$ cat src/rtl/lsu_mem_master.sv
// Load/store unit initiator for a word-addressed BRAM port: turns RV32I byte/half/word
// requests into aligned word accesses with strobes and returns one formatted response each.
module lsu_mem_master #(
    parameter int ADDR_WIDTH = 32
) (
    input  logic                  clk,
    input  logic                  rst_n,
    input  logic                  clk_enable,
    input  logic                  req_valid,
    output logic                  req_ready,
    input  logic                  req_we,
    input  logic [2:0]            req_funct3,
    input  logic [ADDR_WIDTH-1:0] req_addr,
    input  logic [31:0]           req_wdata,
    output logic                  resp_valid,
    input  logic                  resp_ready,
    output logic [31:0]           resp_rdata,
    output logic [1:0]            resp_status,
    output logic                  resp_illegal,
    output logic                  mem_r_en,
    output logic [ADDR_WIDTH-1:0] mem_r_addr,
    input  logic [31:0]           mem_r_data,
    output logic                  mem_w_en,
    output logic [ADDR_WIDTH-1:0] mem_w_addr,
    output logic [31:0]           mem_w_data,
    output logic [3:0]            mem_w_strb,
    input  logic [1:0]            mem_state
);

    localparam logic [1:0] MEMORY_STATE_SUCCESS       = 2'b00;
    localparam logic [1:0] MEMORY_STATE_OUT_OF_BOUNDS = 2'b01;
    localparam logic [1:0] MEMORY_STATE_READ_WRITE    = 2'b10;
    localparam logic [1:0] MEMORY_STATE_ALIGNMENT     = 2'b11;

    typedef enum logic [1:0] {
        S_IDLE  = 2'd0,
        S_ISSUE = 2'd1,
        S_CHECK = 2'd2,
        S_RESP  = 2'd3
    } state_t;

    state_t                r_state;
    logic                  r_we;
    logic [2:0]            r_funct3;
    logic [1:0]            r_addr_lo;
    logic                  r_req_ready;
    logic                  r_resp_valid;
    logic [31:0]           r_resp_rdata;
    logic [1:0]            r_resp_status;
    logic                  r_resp_illegal;
    logic                  r_mem_r_en;
    logic                  r_mem_w_en;
    logic [ADDR_WIDTH-1:0] r_mem_addr;
    logic [31:0]           r_mem_w_data;
    logic [3:0]            r_mem_w_strb;

    logic                  w_legal;
    logic                  w_misaligned;
    logic [ADDR_WIDTH-1:0] w_word_addr;

    function automatic logic is_legal(input logic we, input logic [2:0] f3);
        if (we)
            return (f3 == 3'b000) || (f3 == 3'b001) || (f3 == 3'b010);
        else
            return (f3 == 3'b000) || (f3 == 3'b001) || (f3 == 3'b010) ||
                   (f3 == 3'b100) || (f3 == 3'b101);
    endfunction

    function automatic logic is_misaligned(input logic [2:0] f3, input logic [1:0] a);
        case (f3[1:0])
            2'b01:   return a[0];
            2'b10:   return a != 2'b00;
            default: return 1'b0;
        endcase
    endfunction

    function automatic logic [3:0] store_strb(input logic [2:0] f3, input logic [1:0] a);
        case (f3[1:0])
            2'b00:   return 4'b0001 << a;
            2'b01:   return a[1] ? 4'b1100 : 4'b0011;
            default: return 4'b1111;
        endcase
    endfunction

    function automatic logic [31:0] store_data(input logic [2:0] f3, input logic [31:0] wd);
        case (f3[1:0])
            2'b00:   return {4{wd[7:0]}};
            2'b01:   return {2{wd[15:0]}};
            default: return wd;
        endcase
    endfunction

    function automatic logic [31:0] load_format(input logic [2:0] f3, input logic [1:0] a,
                                                input logic [31:0] r);
        logic [31:0] v_byte;
        logic [31:0] v_half;
        v_byte = r >> {a, 3'b000};
        v_half = r >> {a[1], 4'b0000};
        case (f3)
            3'b000:  return {{24{v_byte[7]}}, v_byte[7:0]};
            3'b001:  return {{16{v_half[15]}}, v_half[15:0]};
            3'b100:  return {24'd0, v_byte[7:0]};
            3'b101:  return {16'd0, v_half[15:0]};
            default: return r;
        endcase
    endfunction

    assign w_legal      = is_legal(req_we, req_funct3);
    assign w_misaligned = is_misaligned(req_funct3, req_addr[1:0]);
    assign w_word_addr  = {req_addr[ADDR_WIDTH-1:2], 2'b00};

    always_ff @(posedge clk) begin
        if (!rst_n) begin
            r_state        <= S_IDLE;
            r_we           <= 1'b0;
            r_funct3       <= 3'd0;
            r_addr_lo      <= 2'd0;
            r_req_ready    <= 1'b1;
            r_resp_valid   <= 1'b0;
            r_resp_rdata   <= 32'd0;
            r_resp_status  <= MEMORY_STATE_SUCCESS;
            r_resp_illegal <= 1'b0;
            r_mem_r_en     <= 1'b0;
            r_mem_w_en     <= 1'b0;
            r_mem_addr     <= '0;
            r_mem_w_data   <= 32'd0;
            r_mem_w_strb   <= 4'd0;
        end else if (clk_enable) begin
            case (r_state)
                // accept: local errors go straight to RESP without touching memory
                S_IDLE: begin
                    if (req_valid) begin
                        r_we        <= req_we;
                        r_funct3    <= req_funct3;
                        r_addr_lo   <= req_addr[1:0];
                        r_req_ready <= 1'b0;
                        if (!w_legal || w_misaligned) begin
                            r_resp_illegal <= !w_legal;
                            r_resp_status  <= w_legal ? MEMORY_STATE_ALIGNMENT
                                                      : MEMORY_STATE_SUCCESS;
                            r_resp_rdata   <= 32'd0;
                            r_resp_valid   <= 1'b1;
                            r_state        <= S_RESP;
                        end else begin
                            r_resp_illegal <= 1'b0;
                            r_mem_addr     <= w_word_addr;
                            r_mem_r_en     <= !req_we;
                            r_mem_w_en     <= req_we;
                            if (req_we) begin
                                r_mem_w_data <= store_data(req_funct3, req_wdata);
                                r_mem_w_strb <= store_strb(req_funct3, req_addr[1:0]);
                            end
                            r_state <= S_ISSUE;
                        end
                    end
                end
                // memory samples the enable at the end of this cycle
                S_ISSUE: begin
                    r_mem_r_en <= 1'b0;
                    r_mem_w_en <= 1'b0;
                    r_state    <= S_CHECK;
                end
                // memory result is valid now
                S_CHECK: begin
                    r_resp_status <= mem_state;
                    r_resp_rdata  <= (r_we || mem_state != MEMORY_STATE_SUCCESS) ? 32'd0
                                     : load_format(r_funct3, r_addr_lo, mem_r_data);
                    r_resp_valid  <= 1'b1;
                    r_state       <= S_RESP;
                end
                // hold response until consumed
                S_RESP: begin
                    if (resp_ready) begin
                        r_resp_valid <= 1'b0;
                        r_req_ready  <= 1'b1;
                        r_state      <= S_IDLE;
                    end
                end
                default: r_state <= S_IDLE;
            endcase
        end
    end

    assign req_ready    = r_req_ready;
    assign resp_valid   = r_resp_valid;
    assign resp_rdata   = r_resp_rdata;
    assign resp_status  = r_resp_status;
    assign resp_illegal = r_resp_illegal;
    assign mem_r_en     = r_mem_r_en;
    assign mem_w_en     = r_mem_w_en;
    assign mem_r_addr   = r_mem_addr;
    assign mem_w_addr   = r_mem_addr;
    assign mem_w_data   = r_mem_w_data;
    assign mem_w_strb   = r_mem_w_strb;

endmodule

$ cat config.mk
export PLATFORM = sky130hd
export DESIGN_NAME = lsu_mem_master
export DESIGN_NICKNAME = d
export VERILOG_FILES = /design/src/rtl/lsu_mem_master.sv
export SDC_FILE = /design/constraint.sdc
export NUM_CORES = 1
export LEC_CHECK = 0
export BUFFER_PORTS_ARGS = -buffer_cell sky130_fd_sc_hd__buf_2
export CAP_MARGIN = 0
export CORE_ASPECT_RATIO = 1.5
export CORE_MARGIN = 2
export CORE_UTILIZATION = 45
export CTS_BUF_LIST = sky130_fd_sc_hd__clkbuf_16
export CTS_CLUSTER_SIZE = 40
export DETAILED_ROUTE_END_ITERATION = 6
export PLACE_DENSITY = 0.77
export SLEW_MARGIN = 0
export SYNTH_ARGS = -nofsm -noshare
export SYNTH_HDL_FRONTEND = slang
export SYNTH_SLANG_ARGS = --single-unit
$ cat constraint.sdc
create_clock -name clk -period 3.1 [get_ports clk]
set_clock_uncertainty 0.1 [all_clocks]
set_input_delay 0.31 -clock clk [delete_from_list [all_inputs] [get_ports clk]]
set_output_delay 0.31 -clock clk [all_outputs]
set_load 0.03 [all_outputs]
Word-level counts from Yosys, hierarchy flattened --
Index checks and enable logic that the tools add are counted. W data, S select, Z words.
Word-level totals: register bits 113, word-level logic and storage cells 92
Cells by class: equal/unequal tests 16, shifts and indexed selects 3, mux-type cells 32, bitwise gates (word level) 1, reductions and logical operators 26
Operators with widths (count):
- $pmux W32 S2 | 2
- $pmux W32 S4 | 1
- $mux W32 | 3
- $shr A32 B5 Y16 | 1
- $shr A32 B5 Y8 | 1
- $reduce_and A4 Y1 | 4
- $eq A3 B3 Y1 const B | 4
- $mux W2 | 6
- $mux W1 | 11
- $reduce_and A5 Y1 | 2
- $reduce_bool A2 Y1 | 5
- $ne A2 B2 Y1 const B | 4
- $pmux W1 S2 | 4
- $pmux W2 S4 | 1
- $pmux W4 S2 | 1
- $eq A2 B2 Y1 const B | 3
- $eq A3 B1 Y1 const B | 2
- $logic_not A3 Y1 | 2
- $logic_or A1 B1 Y1 | 6
- $reduce_and A3 Y1 | 2
- $eq A2 B1 Y1 const B | 2
- $logic_not A2 Y1 | 2
- $mux W4 | 1
- $pmux W2 S2 | 1
- 6 further kinds | 7

Depth between registers and ports, before layout --
Gate-level depths: netlist of the first run.
depth in word-level cells 11, depth in mapped cells 10, mapped depth without buffers 7

Worst setup path after synthesis of the first run --
OpenSTA, ideal clock, no wires.
path type register -> register, start reg r_state[0], end reg r_resp_rdata[12] (netlist: resp_rdata[12]), arrival 1.810 ns, required time 2.884 ns, path slack 1.074 ns, stages on the path, launching flop included 10, path buffers 2, cells stage by stage dfxtp_1 > inv_1 > ha_1 > buf_2 > and2b_1 > a21o_1 > o311ai_4 > buf_6 > and3_1 > a31o_2
Between the ends: word-level cells in the longest chain between the ends 3, elaborated cells between the ends (all ways) 7, classes of those cells 3 x eq/ne; 1 x mux; 3 x reduce/logical
Ends and longest elaborated chain:
- start: declaration | line 42 | state_t r_state;
- start signal: assignment | line 114 | r_state <= S_IDLE;
- start signal: assignment | line 143 | r_state <= S_RESP;
- start signal: assignment | line 153 | r_state <= S_ISSUE;
- $eq A2 B2 Y1 or $logic_not A2 Y1 (tied branches) | line 129 | case (r_state)
- $reduce_bool A2 Y1 (no source line) or $ne A2 B2 Y1 (tied branches)
- $reduce_and A4 Y1 (no source line)
- end signal: assignment | line 166 | r_resp_rdata <= (r_we || mem_state != MEMORY_STATE_SUCCESS) ? 32'd0
- end: declaration | line 48 | logic [31:0] r_resp_rdata;
Several ways; a longest one is shown, not always the timed one. A chain may end at the register's enable or synchronous reset.

Worst setup path in the final report of the first run --
start reg r_state[0], end reg r_mem_w_data[30] (netlist: mem_w_data[30])
Between the ends: word-level cells in the longest chain between the ends 2
Ends and longest elaborated chain:
- $logic_not A2 Y1 | line 129
- $reduce_and A5 Y1 (no source line)
- end signal: assignment | line 150 | r_mem_w_data <= store_data(req_funct3, req_wdata);
- end: declaration | line 54 | logic [31:0] r_mem_w_data;
No other way between the ends.

==> results of run 1 <==
==> worst max-delay path by stage <==
stage                                   to  slack, ns
3_5_place_dp   resp_rdata[13]$_SDFFE_PN0P_       0.46
5_1_grt         mem_w_strb[3]$_SDFFE_PN0P_       0.55
6_report       mem_w_data[30]$_SDFFE_PN0P_       0.76
3_3_place_gp   resp_rdata[13]$_SDFFE_PN0P_       0.51
4_1_cts        mem_w_data[30]$_SDFFE_PN0P_       0.74
2_1_floorplan  resp_rdata[12]$_SDFFE_PN0P_       1.07
==> kinds of logic (layout without fill, tap and decap cells) <==
| group | Yosys count | in the layout |
|---|---|---|
| mux | 9 | 9 |
| simple gates | 255 | 255 |
| fa+ha+maj | 7 | 7 |
| compound gates | 163 | 163 |
| buf+inv | 98 | 289 |
| flops | 113 | 113 |
| other cells | 1 | 4 |
==> final cells by class <==
type | instances | area (µm²)
Clock inverter | 14 | 149
Sequential cell | 113 | 2260
Clock buffer | 17 | 425
Fill cell | 1110 | 4910
Tap cell | 153 | 191
Multi-Input combinational cell | 438 | 2740
Inverter | 9 | 33.8
Timing Repair Buffer | 249 | 1310
==> through the flow <==
| stage | utilization [%] | area, µm² | setup slack, ns | std cells |
|---|---|---|---|---|
| after floorplan | - | 5570 | 1.07 | 649 |
| after global placement | 54.4 | 6530 | 0.506 | 962 |
| after detailed placement | 54.4 | 6530 | 0.457 | 962 |
| after CTS | 59.1 | 7110 | 0.742 | 993 |
| after global routing | 59.1 | 7110 | 0.553 | 993 |
| final | 59.1 | 7110 | 0.763 | 993 |
==> where the power goes <==
group	internal, µW	switching [µW]
combinational	182	348
sequential	1490	34.9
clock	1240	676
==> routing by layer <==
layer  global-route usage, %  up-vias  part of all wire (%)
li1                        -     2625                     -
met1                    26.6     2461                    38
met2                    40.2      212                    51
met3                    6.19       46                   6.7
met4                    12.1        0                   4.0
met5                       0        -                     0
==> layout by cell type, fill, tap and decap left out, drive strengths merged, types with 3 or more instances in the layout <==
| cell type | count |
|---|---|
| mux2 | 8 |
| nand2b | 17 |
| nor2b | 23 |
| conb | 4 |
| a22oi | 8 |
| o221ai | 8 |
| clkbuf | 17 |
| o21ai | 44 |
| o31ai | 24 |
| buf | 249 |
| dfxtp | 113 |
| bufinv | 3 |
| nor3 | 3 |
| clkinvlp | 3 |
| nand2 | 86 |
| and3 | 8 |
| a21oi | 13 |
| ha | 7 |
| o22ai | 7 |
| clkinv | 7 |
| o211a | 28 |
| a31o | 7 |
| a21boi | 7 |
| nor2 | 11 |
| nand3 | 97 |
| o211ai | 6 |
| inv | 10 |
==> state kept, by name, summed over array words and instances, names as in the netlist <==
register,flops
resp_valid,1
r_state,2
r_funct3,3
resp_status,2
mem_w_strb,4
resp_rdata,32
req_ready,1
r_addr_lo,2
r_we,1
resp_illegal,1
mem_r_en,1
mem_r_addr,30
mem_w_data,32
mem_w_en,1
==> critical path, cell delays in order, from the launching register on <==
cell and delay, ns:
sky130_fd_sc_hd__dfxtp_1 0.33, sky130_fd_sc_hd__inv_1 0.09, sky130_fd_sc_hd__ha_1 0.34, sky130_fd_sc_hd__and3_1 0.39
sky130_fd_sc_hd__nand2_1 0.18, sky130_fd_sc_hd__nor3_4 0.19, sky130_fd_sc_hd__buf_12 0.30, sky130_fd_sc_hd__nand3_1 0.15
sky130_fd_sc_hd__o211a_1 0.15
==> results_dict.tcl, run 1 <==
set metrics [dict create \
    antenna_violating_nets_left 0 \
    synth_top_family_by_area "simple AND/OR/NAND/NOR gates" \
    cts_root_buffer "sky130_fd_sc_hd__clkbuf_16" \
    synthAdderAreaFrac_pct 1.58 \
    tritoncts_clock_tree "built" \
    chipHeight_um 140 \
    die_width_um 94.7 \
    grt_overflow 0 \
    timing.hold.worst_endpoint "mem_r_addr[12]$_SDFFE_PN0P_" \
    row_count 49 \
    compound_gate_fraction_of_synth_area_pct 22.7 \
    report.final.hold_viol_count 0 \
    power_leakage_uw 0.00358 \
    synthFlopType "sky130_fd_sc_hd__dfxtp_1" \
    cts_setup_buffers 0 \
    area_fraction_in_and_or_nand_and_nor_cells_after_synthesis_pct 22.9 \
    vias_in_the_first_global_route 5054 \
    outcome "finished, final reports clean" \
    edff_count_synth 0 \
    fin_nets 942 \
    critical_path.startpoint "r_state[0]$_SDFFE_PN0P_" \
    yosysTopAreaCellShare_pct 40.7 \
    placement.io_buffers 241 \
    synth.cells.most_frequent "sky130_fd_sc_hd__dfxtp_1, sky130_fd_sc_hd__nand3_1, sky130_fd_sc_hd__nand2_1" \
    synthesis.area_per_instance_um2 8.60 \
    wl_per_cell_um 16.0 \
    crit_path_max_fanout 72 \
    grt_start_max_net_pins 95 \
    clk_path_buf_depth 2 \
    max_freq_mhz 428 \
    gp_congestion 0.817 \
    antenna_cells 0 \
    powerDensity_nw_per_um2 559 \
    avgViaCountPerCell 5.38 \
    dpl.hpwl_um 11500 \
    setup-violations-final 0 \
    clock_latency_ns 0.40 \
    route.detailed.drc 0 \
    critical_path.reg2reg.startpoint "r_state[0]$_SDFFE_PN0P_" \
    yosysMostFrequentCell "sky130_fd_sc_hd__dfxtp_1" \
    post_synth_xor_area_fraction_pct 0 \
    post-layout-total-power_uw 3970 \
    hold_path_class "primary input to flip-flop" \
    first_pass_grt_wire_length_um 24800 \
    maxCapViolations 0 \
    worst-r2r-cell-count 8 \
    cts-resized-gates 0 \
    drt_first_pass_iters 4 \
    rsz0062_at_grt "no" \
    design.die.area_um2 13300 \
    cts_buffers 17 \
    critical_path_class "flip-flop to flip-flop" \
    synth.area.mux_share_pct 1.80 \
    synth_area_leaders "sky130_fd_sc_hd__dfxtp_1, sky130_fd_sc_hd__nand3_1, sky130_fd_sc_hd__nand2_1" \
    rrSetupSlack_ns 0.76 \
    detail_route.wirelength_um 15900 \
    route.vias.total 5344 \
    crit-reg2reg-capture "mem_w_data[30]$_SDFFE_PN0P_" \
    timing.critical_path.required_ns 3.30 \
    asyncSetResetFlopFracSynth_pct 0 \
    synth.cell_area_um2 5550 \
    pin_count 246 \
    final_layout_size_suffix_gt1_share_pct 37.5 \
    max_slew_vio_count 0 \
    synth-seq-area-share_pct 40.7 \
    clock_sink_count 113 \
    grt_antenna_before_repair 0 \
    synthesis.yosys.warnings 0 \
    worstPathArrival_ns 2.53 \
    critPathCaptureType "flip-flop" \
    start_kind "flip-flop" \
    period_share_pct 75.4 \
    fin_crit_ns 2.34 \
    worstHoldStart "req_addr[12]" \
    worst-slew-pin-transition_ns 1.20 \
    dr.first_iter.drc_count 200 \
    max_slew_margin_pct 19.9 \
    hold_path_depth 3 \
    vdd_ir_drop_max_uv 351 \
    syn_to_final_growth_pct 27.9 \
    cts.reportedPaths.clkPinSlew_ns 0.05 \
    grt_use_total_pct 23.6 \
    hold-worst-slack_ns 0.0171 \
    htree_num_levels 4 \
    synthDominantAreaCellType "sky130_fd_sc_hd__dfxtp_1" \
    netlist-cell-type-count 51 \
    post_synth_inst_count 646 \
    synth_seq_cells 113 \
    fin_setup_tns_ns 0 \
    core_area_um2 12000 \
    cts-hold-fix-buffers 0 \
    starting_density_of_the_core_pct 46.2 \
]
(Power assumes the default switching activity.)
==> inputs of run 2 (changes only) <==
--- a/config.mk
+++ b/config.mk
@@ -9,7 +9,7 @@
 export CAP_MARGIN = 0
 export CORE_ASPECT_RATIO = 1.5
 export CORE_MARGIN = 2
-export CORE_UTILIZATION = 45
+export CORE_UTILIZATION = 43
 export CTS_BUF_LIST = sky130_fd_sc_hd__clkbuf_16
 export CTS_CLUSTER_SIZE = 40
 export DETAILED_ROUTE_END_ITERATION = 6
==> constraint.sdc (replaced) <==
create_clock -name clk -period 1.9 [get_ports clk]
set_clock_uncertainty 0.1 [all_clocks]
set_input_delay 0.19 -clock clk [delete_from_list [all_inputs] [get_ports clk]]
set_output_delay 0.19 -clock clk [all_outputs]
set_load 0.03 [all_outputs]
==> run 2 against run 1 <==
Compared with the run above:
- the run now ends with setup timing left
- non-clock buffer count is 107 higher
- via count is 11% higher
- critical path depth is 3 higher
- total power is 63% higher
- sequential share of layout area is 4.8 points lower
- combinational power is 130% higher
- utilization is 7.6 points higher
- register-to-register slack worse by 0.84 ns
- first-iteration DRC count is 25% higher
- flip-flop and latch count stayed put
- clock power is 45% higher
- critical path type unchanged
- critical endpoint is now mem_w_data[4]$_SDFFE_PN0P_
==> results_dict.tcl, run 2 (synthesized netlist as in run 1, its figures left out) <==
set metrics [dict create \
    outcome "finished, violations left" \
    failed_checks "setup timing" \
    hold_path_class "primary input to flip-flop" \
    fin_crit_ns 1.98 \
    crit_path_max_fanout 11 \
    cp-endpoint "mem_w_data[4]$_SDFFE_PN0P_" \
    critical_path.startpoint "r_state[1]$_SDFFE_PN0P_" \
    worstPathArrival_ns 2.19 \
    layout.cell_area.non_filler_um2 8390 \
    dp_slack_ns -0.225 \
    vias_in_the_first_global_route 5520 \
    crit-reg2reg-capture "mem_w_data[4]$_SDFFE_PN0P_" \
    clk_path_buf_depth 2 \
    drt_first_pass_iters 5 \
    grt_start_max_net_pins 132 \
    max_slew_margin_pct 60.8 \
    worst_path_largest_cell_delay_ns 0.36 \
    final_layout_size_suffix_gt1_share_pct 42.3 \
    critical_path_class "flip-flop to flip-flop" \
    crit_buf_inv 5 \
    first_pass_grt_wire_length_um 26800 \
    period_share_pct 104 \
    powerDensity_nw_per_um2 773 \
    detail_route.wirelength_um 19000 \
    timing.critical_path.required_ns 2.12 \
    finalNonFillerCells 1101 \
    layout.cells.most_common_list "sky130_fd_sc_hd__buf_2, sky130_fd_sc_hd__dfxtp_1, sky130_fd_sc_hd__nand2_1, sky130_fd_sc_hd__nand3_1, sky130_fd_sc_hd__buf_4" \
    htree_num_levels 4 \
    timing.final.ws_setup_ns -0.0755 \
    antenna_violating_nets_left 0 \
    grt_use_total_pct 23.8 \
    placement.io_buffers 241 \
    report.final.hold_viol_count 0 \
    pin_count 246 \
    start_kind "flip-flop" \
    die_width_um 96.8 \
    wl_per_cell_um 17.3 \
    power_leakage_uw 0.00418 \
    antenna_cells 0 \
    gp_congestion 0.859 \
    design.die.area_um2 13900 \
    critPathSlowestCell "sky130_fd_sc_hd__dfxtp_4" \
    route.detailed.drc 0 \
    worst-r2r-cell-count 11 \
    grt_antenna_before_repair 0 \
    critPathCaptureType "flip-flop" \
    cts_root_buffer "sky130_fd_sc_hd__clkbuf_16" \
    tritoncts_clock_tree "built" \
    placement.cell_area_um2 6840 \
    clock_sink_count 113 \
    cp_delay_by_family_top "buffers and inverters" \
    route.vias.total 5954 \
    avgViaCountPerCell 5.41 \
    maxCapViolations 0 \
    critical_path.reg2reg.startpoint "r_state[1]$_SDFFE_PN0P_" \
    vdd_ir_drop_max_uv 593 \
    path_depth 11 \
    worst-slew-pin-transition_ns 0.588 \
    placedCellCount 1000 \
    max_freq_mhz 506 \
    rsz0062_at_grt "yes" \
    chipHeight_um 143 \
    dpl.hpwl_um 12000 \
    row_count 50 \
    clock_latency_ns 0.40 \
    max_slew_vio_count 0 \
    cts_buffers 17 \
    layout.cells.most_common "sky130_fd_sc_hd__buf_2" \
    setup-violations-final 30 \
    starting_density_of_the_core_pct 44.2 \
    cts.reportedPaths.clkPinSlew_ns 0.05 \
    timing.critical_path.cells "inv_4 > ha_4 > buf_4 > and3_4 > nand2_4 > nor3_4 > buf_12 > buf_6 > clkbuf_16 > nand3_1 > o21ai_0" \
    dr.first_iter.drc_count 249 \
    fin_nets 1049 \
    grt_overflow 0 \
    core_area_um2 12600 \
    syn_to_final_growth_pct 51.1 \
    rrSetupSlack_ns -0.08 \
]
run 2: power by group:
group | internal, µW | leakage, µW | total (µW) | switching (µW)
clock | 1730 | 0.000259 | 2780 | 1050
combinational | 536 | 0.00301 | 1220 | 685
sequential | 2440 | 0.000915 | 2490 | 47.3
total | 4710 | 0.00418 | 6490 | 1780
run 2: worst min path at each step:
stage,from,to,slack [ns],cells past startpoint
finish,resp_ready,req_ready$_SDFFE_PN1P_,0.008,3
global route,resp_ready,req_ready$_SDFFE_PN1P_,0.003,3
CTS,resp_ready,req_ready$_SDFFE_PN1P_,0.0005,3
detailed placement,req_addr[25],mem_r_addr[25]$_SDFFE_PN0P_,0.31,3
global placement,req_addr[23],mem_r_addr[23]$_SDFFE_PN0P_,0.30,3
floorplan,req_addr[10],mem_r_addr[10]$_SDFFE_PN0P_,0.22,2
run 2: final cells by class:
| type | count | area (µm²) |
|---|---|---|
| clock buffer | 17 | 425 |
| clock inverter | 12 | 78.8 |
| fill | 1026 | 4180 |
| inverter | 9 | 38.8 |
| multi-input combinational | 438 | 2880 |
| sequential | 113 | 2270 |
| tap | 156 | 195 |
| timing repair buffer | 356 | 2510 |
run 2: metal layers:
metal	GRT usage [%]	wire length, µm
met5	0	0
met4	10.3	722
met3	5.92	1330
met2	44.0	10100
met1	25.6	6900
run 2: timing repair:
item	CTS	global route
endpoints found under the hold margin	44	0
hold buffers	44	0
setup endpoints to repair	13	70
resized for setup	3	45
buffers inserted	7	9
pin swaps	0	5
gates cloned	2	10
run 2: worst register-to-register path, cell delays in order, from the launching register on:
cell                        delay, ns
sky130_fd_sc_hd__dfxtp_4         0.36
sky130_fd_sc_hd__inv_4           0.06
sky130_fd_sc_hd__ha_4            0.12
sky130_fd_sc_hd__buf_4           0.11
sky130_fd_sc_hd__and3_4          0.19
sky130_fd_sc_hd__nand2_4         0.06
sky130_fd_sc_hd__nor3_4          0.21
sky130_fd_sc_hd__buf_12          0.19
sky130_fd_sc_hd__buf_6           0.12
sky130_fd_sc_hd__clkbuf_16       0.14
sky130_fd_sc_hd__nand3_1         0.10
sky130_fd_sc_hd__o21ai_0         0.12
run 2: through the flow:
stage | util [%] | hold WS (ns) | TNS, ns | power, µW
after detailed placement | 54.4 | 0.311 | -14.98 | 3500
after CTS | 62.9 | 0.000508 | 0 | 6410
after floorplan | - | 0.220 | 0 | 3150
after global placement | 54.4 | 0.303 | -7.23 | 3490
final | 66.7 | 0.00810 | -0.761 | 6490
after global routing | 66.7 | 0.00250 | -4.54 | 6720
==> inputs of run 3 (changes only) <==
--- a/config.mk
+++ b/config.mk
@@ -8,12 +8,12 @@
 export BUFFER_PORTS_ARGS = -buffer_cell sky130_fd_sc_hd__buf_2
 export CAP_MARGIN = 0
 export CORE_ASPECT_RATIO = 1.5
-export CORE_MARGIN = 2
+export CORE_MARGIN = 8
 export CORE_UTILIZATION = 43
 export CTS_BUF_LIST = sky130_fd_sc_hd__clkbuf_16
 export CTS_CLUSTER_SIZE = 40
 export DETAILED_ROUTE_END_ITERATION = 6
-export PLACE_DENSITY = 0.77
+export PLACE_DENSITY_LB_ADDON = 0.08
 export SLEW_MARGIN = 0
 export SYNTH_ARGS = -nofsm -noshare
 export SYNTH_HDL_FRONTEND = slang
==> run 3 against run 2 <==
Compared with the run above:
- the run still ends with setup timing left
- design area hardly changed
- combinational power fell by 4%
- die area increased by 22%
- sequential power is essentially flat
- wire length increased by 4.5%
- clock-buffer cell count stayed put
- largest cell class unchanged
- total power up 8.3%
- worst setup slack better by 0.036 ns
- via count down 2.6%
- worst hold slack worse by 0.0016 ns
- sequential share of layout area barely moved
- register-to-register slack improved by 0.04 ns
- largest power group unchanged
==> results_dict.tcl, run 3 (synthesized netlist as in run 1, its figures left out) <==
set metrics [dict create \
    gp_congestion 0.824 \
    antenna_cells 0 \
    route.detailed.drc 0 \
    period_share_pct 102 \
    worstPathArrival_ns 2.13 \
    outcome "finished, violations left" \
    critPathCaptureType "flip-flop" \
    core_area_um2 12800 \
    timing.critical_path.cells "inv_2 > ha_4 > and2b_2 > a21o_1 > o311ai_4 > buf_6 > buf_12 > and3_1 > a31o_2" \
    final_layout_size_suffix_gt1_share_pct 41.2 \
    cp_delay_by_family_top "compound AO/OA/AOI/OAI gates" \
    wl_per_cell_um 18.1 \
    clock_latency_ns 0.40 \
    crit_buf_inv 3 \
    die_width_um 109 \
    sequential_cell_area_um2 2260 \
    rsz0062_at_grt "yes" \
    max_slew_margin_pct 51.2 \
    htree_num_levels 4 \
    vdd_ir_drop_max_uv 585 \
    worst-slew-pin-transition_ns 0.732 \
    layout.cells.most_common_list "sky130_fd_sc_hd__buf_2, sky130_fd_sc_hd__dfxtp_1, sky130_fd_sc_hd__nand3_1, sky130_fd_sc_hd__nand2_1, sky130_fd_sc_hd__dlygate4sd3_1" \
    setup-violations-final 18 \
    dr.first_iter.drc_count 204 \
    placement.io_buffers 241 \
    report.final.hold_viol_count 0 \
    chipHeight_um 155 \
    antenna_violating_nets_left 0 \
    fin_crit_ns 1.94 \
    placement.cell_area_um2 6830 \
    syn_to_final_growth_pct 51.0 \
    power_leakage_uw 0.00417 \
    route.vias.total 5801 \
    grt_antenna_before_repair 0 \
    grt_overflow 0 \
    max_slew_vio_count 0 \
    design.die.area_um2 16900 \
    first_pass_grt_wire_length_um 27800 \
    crit_path_max_fanout 8 \
    starting_density_of_the_core_pct 43.3 \
    final.fill_count 1086 \
    pin_count 246 \
    multi_input_area_um2 2830 \
    maxCapViolations 0 \
    cts_buffers 17 \
    tritoncts_clock_tree "built" \
    vias_in_the_first_global_route 5649 \
    hold_path_class "primary input to flip-flop" \
    grt_use_total_pct 20.8 \
    avgViaCountPerCell 5.28 \
    detail_route.wirelength_um 19900 \
    timing.final.ws_setup_ns -0.0394 \
    grt_start_max_net_pins 157 \
    layout.cell_area.non_filler_um2 8390 \
    layout.cells.most_common "sky130_fd_sc_hd__buf_2" \
    dpl.hpwl_um 13000 \
    drt_first_pass_iters 4 \
    max_freq_mhz 516 \
    row_count 51 \
    critPathSlowestCell "sky130_fd_sc_hd__dfxtp_2" \
    fin_nets 1040 \
    powerDensity_nw_per_um2 838 \
    timing.critical_path.required_ns 2.09 \
    worst_path_largest_cell_delay_ns 0.34 \
    cts.reportedPaths.clkPinSlew_ns 0.05 \
    cts_root_buffer "sky130_fd_sc_hd__clkbuf_16" \
    post-layout-total-power_uw 7030 \
    failed_checks "setup timing" \
    clk_path_buf_depth 2 \
    start_kind "flip-flop" \
    clock_sink_count 113 \
    critical_path_class "flip-flop to flip-flop" \
]
## run 3: cell count changes in the layout (fill, tap and decap cells not counted), sizes merged
cell	delta
buf	-10
bufinv	+4
clkinv	-4
clkbuf	+2
clkinvlp	+2
dlygate4sd3	-1
inv	+1
## run 3: timing repair
action / in CTS / in global routing
hold buffers: 43 / 0
setup buffers: 2 / 9
endpoints found under the setup margin: 20 / 101
pin swaps: 0 / 3
gates resized for setup: 1 / 23
gates cloned: 1 / 12
hold endpoints to repair: 43 / 0
## run 3: path summary, 6_finish.rpt
check	from	endpoint	slack [ns]	depth (start not counted)
worst max register to register	r_state[1]$_SDFFE_PN0P_	resp_rdata[12]$_SDFFE_PN0P_	-0.04	9
worst min-delay path	req_addr[0]	r_addr_lo[0]$_SDFFE_PN0P_	0.007	3
worst max-delay path	r_state[1]$_SDFFE_PN0P_	resp_rdata[12]$_SDFFE_PN0P_	-0.04	9
worst min register to register	resp_status[1]$_SDFFE_PN0P_	resp_status[1]$_SDFFE_PN0P_	0.35	2
## run 3: area by class of cell
cell class,count,area share (%)
clock buffers,17,5.07
clock inverters,15,2.37
inverters,9,0.403
multi-input cells,438,33.7
flip-flops and latches,113,27.0
well taps,159,2.37
repair buffers,347,29.1
## run 3: stage by stage
step	util [%]	worst slack [ns]	std cells	hold slack, ns	setup TNS (ns)
final	65.4	-0.0394	1098	0.00652	-0.344
after global placement	53.2	-0.291	999	0.304	-16.37
after CTS	61.9	-0.0131	1077	0.000487	-0.0548
after detailed placement	53.2	-0.321	999	0.310	-20.40
after floorplan	-	0.00544	649	0.220	0
after global routing	65.4	-0.106	1098	0.00674	-2.96
## run 3: worst min-delay path, delay by kind of cell
family	cells	cell delay, ns
buf+inv	1	0.13
compound gates	1	0.07
simple gates	1	0.06
## run 3: metal layers
metal	routed length (µm)	GRT usage, %	up-vias
met1	7070	21.2	2714
met3	1610	6.75	30
li1	-	-	2834
met5	0	0	-
met2	10700	38.0	223
met4	474	7.33	0
## run 3: where the power goes
part	total (µW)	leakage, µW	switching (µW)	internal (µW)
combinational	1170	0.00295	659	511
sequential	2480	0.000915	45.9	2440
clock	3370	0.000308	1080	2290
total	7030	0.00417	1780	5240
